`src/rtl/arith_pkg.sv`:
```
// rtl/arith_pkg.sv - shared op codes, func bit index and issue-state encoding
package arith_pkg;

  localparam logic [2:0] ARITH_OP_ADD  = 3'd0;
  localparam logic [2:0] ARITH_OP_SLT  = 3'd1;
  localparam logic [2:0] ARITH_OP_SLTU = 3'd2;
  localparam logic [2:0] ARITH_OP_AND  = 3'd3;
  localparam logic [2:0] ARITH_OP_OR   = 3'd4;
  localparam logic [2:0] ARITH_OP_XOR  = 3'd5;
  localparam logic [2:0] ARITH_OP_SLL  = 3'd6;
  localparam logic [2:0] ARITH_OP_SRL  = 3'd7;

  // func bit that selects subtract when op is ADD
  localparam int ARITH_FUNC_SUB = 0;

  typedef enum logic [1:0] {
    ISSUE_IDLE  = 2'd0,
    ISSUE_START = 2'd1,
    ISSUE_BUSY  = 2'd2,
    ISSUE_HOLD  = 2'd3
  } issue_state_e;

endpackage

```
`src/rtl/arith_issue.sv`:
```
// rtl/arith_issue.sv - issue/retire stage around arithmetic_unit with flush and watchdog
module arith_issue #(
  parameter int XLEN    = 32,
  parameter int TIMEOUT = 16
) (
  input  logic            i_clk,
  input  logic            i_rst,
  input  logic            i_flush,
  input  logic            i_valid,
  output logic            o_ready,
  input  logic [2:0]      i_op,
  input  logic [1:0]      i_func,
  input  logic [XLEN-1:0] i_rs1,
  input  logic [XLEN-1:0] i_rs2,
  input  logic [4:0]      i_rd,
  output logic            o_au_start,
  output logic [2:0]      o_au_op,
  output logic [1:0]      o_au_func,
  output logic [XLEN-1:0] o_au_op1,
  output logic [XLEN-1:0] o_au_op2,
  input  logic            i_au_valid,
  input  logic [XLEN-1:0] i_au_result,
  output logic            o_wb_valid,
  input  logic            i_wb_ready,
  output logic [4:0]      o_wb_rd,
  output logic [XLEN-1:0] o_wb_data,
  output logic            o_err
);
  import arith_pkg::*;

  localparam int CNT_W = $clog2(TIMEOUT) + 1;

  issue_state_e    state_q, state_d;
  logic [2:0]      op_q, op_d;
  logic [1:0]      func_q, func_d;
  logic [XLEN-1:0] op1_q, op1_d;
  logic [XLEN-1:0] op2_q, op2_d;
  logic [4:0]      rd_q, rd_d;
  logic [XLEN-1:0] data_q, data_d;
  logic            kill_q, kill_d;
  logic            err_q, err_d;
  logic [CNT_W-1:0] cnt_q, cnt_d;
  logic            accept;

  // o_ready is forced low while reset is asserted
  assign o_ready = ~i_rst & ((state_q == ISSUE_IDLE) |
                             ((state_q == ISSUE_HOLD) & i_wb_ready));
  assign accept  = i_valid & o_ready & ~i_flush;

  always_comb begin
    state_d = state_q;
    op_d    = op_q;
    func_d  = func_q;
    op1_d   = op1_q;
    op2_d   = op2_q;
    rd_d    = rd_q;
    data_d  = data_q;
    kill_d  = kill_q;
    err_d   = err_q;
    cnt_d   = cnt_q;
    case (state_q)
      ISSUE_IDLE: begin
        if (accept) begin
          op_d    = i_op;
          func_d  = i_func;
          op1_d   = i_rs1;
          op2_d   = i_rs2;
          rd_d    = i_rd;
          kill_d  = 1'b0;
          state_d = ISSUE_START;
        end
      end
      ISSUE_START: begin
        // the unit cannot be aborted, so a flush here only marks the op as dead
        cnt_d   = '0;
        kill_d  = kill_q | i_flush;
        state_d = ISSUE_BUSY;
      end
      ISSUE_BUSY: begin
        if (i_au_valid) begin
          if (kill_q | i_flush) begin
            state_d = ISSUE_IDLE;
          end else begin
            data_d  = i_au_result;
            state_d = (rd_q != 5'd0) ? ISSUE_HOLD : ISSUE_IDLE;
          end
        end else begin
          kill_d = kill_q | i_flush;
          if (cnt_q == CNT_W'(TIMEOUT - 1)) begin
            err_d   = 1'b1;
            state_d = ISSUE_IDLE;
          end else begin
            cnt_d = cnt_q + CNT_W'(1);
          end
        end
      end
      ISSUE_HOLD: begin
        if (i_flush) begin
          state_d = ISSUE_IDLE;
        end else if (i_wb_ready) begin
          if (accept) begin
            op_d    = i_op;
            func_d  = i_func;
            op1_d   = i_rs1;
            op2_d   = i_rs2;
            rd_d    = i_rd;
            kill_d  = 1'b0;
            state_d = ISSUE_START;
          end else begin
            state_d = ISSUE_IDLE;
          end
        end
      end
      default: state_d = ISSUE_IDLE;
    endcase
  end

  always_ff @(posedge i_clk or posedge i_rst) begin
    if (i_rst) begin
      state_q <= ISSUE_IDLE;
      op_q    <= '0;
      func_q  <= '0;
      op1_q   <= '0;
      op2_q   <= '0;
      rd_q    <= '0;
      data_q  <= '0;
      kill_q  <= 1'b0;
      err_q   <= 1'b0;
      cnt_q   <= '0;
    end else begin
      state_q <= state_d;
      op_q    <= op_d;
      func_q  <= func_d;
      op1_q   <= op1_d;
      op2_q   <= op2_d;
      rd_q    <= rd_d;
      data_q  <= data_d;
      kill_q  <= kill_d;
      err_q   <= err_d;
      cnt_q   <= cnt_d;
    end
  end

  assign o_au_start = (state_q == ISSUE_START);
  assign o_au_op    = op_q;
  assign o_au_func  = func_q;
  assign o_au_op1   = op1_q;
  assign o_au_op2   = op2_q;
  assign o_wb_valid = (state_q == ISSUE_HOLD);
  assign o_wb_rd    = rd_q;
  assign o_wb_data  = data_q;
  assign o_err      = err_q;

endmodule

```
`config.mk`:
```
export PLATFORM = sky130hd
export DESIGN_NAME = arith_issue
export DESIGN_NICKNAME = d
export VERILOG_FILES = /design/src/rtl/arith_pkg.sv /design/src/rtl/arith_issue.sv
export SDC_FILE = /design/constraint.sdc
export NUM_CORES = 1
export LEC_CHECK = 0
export ABC_AREA = 1
export BUFFER_PORTS_ARGS = -buffer_cell sky130_fd_sc_hd__buf_4
export CAP_MARGIN = 20
export CORE_UTILIZATION = 51
export DETAILED_ROUTE_END_ITERATION = 10
export GPL_ROUTABILITY_DRIVEN = 0
export HOLD_SLACK_MARGIN = 0.05
export PLACE_DENSITY = 0.86
export SLEW_MARGIN = 10
export SYNTH_ARGS = -nofsm -noshare
export SYNTH_HDL_FRONTEND = slang
export SYNTH_SLANG_ARGS = --single-unit
```
`constraint.sdc`:
```
create_clock -name i_clk -period 9 [get_ports i_clk]
set_input_delay 0.9 -clock i_clk [delete_from_list [all_inputs] [get_ports i_clk]]
set_output_delay 0.9 -clock i_clk [all_outputs]
set_load 0.005 [all_outputs]
```
==> flow_summary.yaml <==
status:
  status: "complete, no violations"
power_and_ir_drop:
  p_int_mw: 1.70
  seq_power_share_pct: 37.1
  pwr-share-comb_pct: 34.9
  p_sw_mw: 0.784
  total_power_mw: 2.48
  p_clk_share_pct: 28.0
  swShare_pct: 31.6
  powerDensity_nw_per_um2: 339
  peakVddDrop_mv: 0.205
  p_leak_nw: 4.14
global_route:
  grt_util_all_layers_pct: 24.9
  grt-ovfl-total: 0
  grt_pass1_vias: 4216
  grt_max_degree: 112
  antenna_found_initial: 0
  grt_first_pass_wirelength_um: 19400
sta:
  worst_slack_ns: 6.37
  grt_setup_unrepaired: "no"
  finClkSkew_ns: 0.00699
  period_needed_ns: 2.63
  tightest_slew_ns: 0.775
  hold_viol: 0
  setup_viol: 0
  period_share_pct: 29.2
  slew_viol_final: 0
  fin_setup_tns_ns: 0
  max_freq_mhz: 380
  slew_headroom_pct: 48.2
die:
  die_h_um: 101
  num_rows: 35
  coreArea_um2: 9370
  ios: 222
  dieArea_um2: 10200
  start_util_pct: 53.2
  die_w_um: 101
finish:
  register_area_um2: 2880
  num_antenna_cells: 0
  postLayoutCoreUtil_pct: 78.1
  syn_to_final_growth_pct: 46.7
  multi_input_area_um2: 1580
  finalNetCount: 875
  nFillCells: 648
  drive_gt1_share_pct: 41.3
drt:
  avgRoutedWirePerCell_um: 14.0
  vias: 4248
  first_pass_iters: 7
  drtIter0Drc: 158
  wirelength_um: 12500
  vias_per_cell: 4.74
  drtAntennaViolNets: 0
  drc: 0
cts:
  cts_max_level: 4
  cts_buffers: 17
  cts_setup_buffers: 0
  cts_tree: "done"
  clkTransAtPathRegs_ns: 0.05
  cts.sinks: 115
  ctsHoldBuffers: 0
  clk_latency_ns: 0.49
  clockBufferDepth: 2
  root_buffer: "clkbuf_8"
  ctsResizeCount: 0
yosys:
  async_flop_share_pct: 100
  ys_ff_latch: 115
  ys_types: 24
  synth_edf_count: 0
  ys_seq_area_share_pct: 57.7
  yosys_warnings: 0
  syn-instance-count: 535
  synth_flop_cell: "dfrtp_1"
  synth_area_um2: 4990
  syn_avg_cell_area_um2: 9.32
  synth.net_count: 654
worst_setup_path:
  crit_arrival_ns: 1.73
  worstSetupStartpointType: "register"
  cp.required_ns: 8.10
  crit_fanout: 5
  worstSetupPathType: "register to output port"
  worst_setup_path_end_kind: "output port"
  r2r_setup_slack_ns: 6.44
min_path:
  hp-class: "input port to asynchronous set/reset pin"
placement:
  hpwl_um: 8920
  portBuffers: 221
  post-place-ws_ns: 6.01
run:
  cap_violations: 0
## power by group through the flow
| stage | combinational [mW] | sequential, mW | clock [mW] |
|---|---|---|---|
| 2_1_floorplan | 0.363 | 0.914 | 0 |
| 3_3_place_gp | 0.826 | 0.905 | 0 |
| 3_5_place_dp | 0.868 | 0.918 | 0 |
| 4_1_cts | 0.874 | 0.918 | 0.705 |
| 5_1_grt | 0.963 | 0.944 | 0.733 |
| 6_report | 0.866 | 0.920 | 0.696 |
## through the flow
stage,hold WS (ns),cells,area [um2]
floorplan,0.441,535,4990
global placement,0.456,864,6640
detailed placement,0.460,864,6640
CTS,0.427,895,7260
global route,0.447,897,7320
finish,0.432,897,7320
## synth_stat cells, types with 4 or more instances
| cell | instances | share of area, % |
|---|---|---|
| nand2_1 | 192 | 14 |
| dfrtp_1 | 115 | 58 |
| inv_1 | 91 | 6.9 |
| o21ai_2 | 54 | 9.5 |
| o21ai_1 | 17 | 1.7 |
| buf_6 | 13 | 2.9 |
| nand3_1 | 8 | 0.80 |
| ha_1 | 7 | 1.8 |
| o21ai_0 | 7 | 0.70 |
| nor2_1 | 6 | 0.45 |
| a21oi_1 | 5 | 0.50 |
| clkbuf_1 | 5 | 0.38 |
| buf_2 | 4 | 0.40 |
## per-layer routing
| layer | share of wire [%] | vias up | track usage [%] |
|---|---|---|---|
| li1 | - | 2058 | - |
| met1 | 38 | 1981 | 27.4 |
| met2 | 50 | 180 | 43.2 |
| met3 | 8.8 | 29 | 8.95 |
| met4 | 2.6 | 0 | 11.5 |
| met5 | 0 | - | 0 |
## path summary, 6_finish.rpt
check | from | endpoint | cells past startpoint
max | state_q[1]$_DFFE_PP0P_ | o_ready | 5
min | i_rst | kill_q$_DFFE_PP0P_ | 2
max reg2reg | state_q[1]$_DFFE_PP0P_ | o_au_op1[15]$_DFFE_PP0P_ | 9
min reg2reg | o_wb_data[1]$_DFFE_PP0P_ | o_wb_data[1]$_DFFE_PP0P_ | 2
max in group asynchronous | i_rst | o_au_op1[24]$_DFFE_PP0P_ | 4
min in group i_clk | o_wb_data[1]$_DFFE_PP0P_ | o_wb_data[1]$_DFFE_PP0P_ | 2
## sequential cells by signal, summed over array words and instances (netlist names)
signal,count
o_au_op,3
o_au_op2,32
o_wb_data,32
o_wb_rd,5
kill_q,1
cnt_q,5
o_au_op1,32
o_au_func,2
o_err,1
state_q,2
## cells in the final DEF, fill, tap and decap left out, types with 2 or more instances in the layout
cell type / count
buf_4: 223
nand2_1: 192
dfrtp_1: 115
inv_1: 90
o21ai_2: 54
o21ai_1: 17
clkbuf_16: 16
nand3_1: 8
o21ai_0: 7
ha_1: 7
nor2_1: 6
a21oi_1: 5
clkinvlp_4: 5
bufinv_16: 4
clkbuf_8: 3
buf_16: 2
## logic make-up (layout without fill, tap and decap cells)
| kind of cell | Yosys count | in the layout | synth area share, % |
|---|---|---|---|
| xor+xnor | 1 | 1 | 0.176 |
| simple gates | 210 | 210 | 16.4 |
| buf+inv | 115 | 348 | 10.8 |
| fa+ha+maj | 7 | 7 | 1.76 |
| flops | 115 | 115 | 57.7 |
| compound gates | 87 | 87 | 13.2 |
## worst max-delay path, cell delays in order (launching register included)
cell	delay [ns]
dfrtp_1	0.43
inv_1	0.16
ha_1	0.22
inv_1	0.09
a21oi_4	0.20
buf_4	0.14
## final cells by class
class	count	area share, %
Clock inverter	12	2.46
Tap cell	129	2.21
Timing Repair Buffer	225	23.6
Multi-Input combinational cell	305	21.6
Clock buffer	19	6.04
Sequential cell	115	39.3
Inverter	92	4.75
Power figures use the tool's default switching activity.
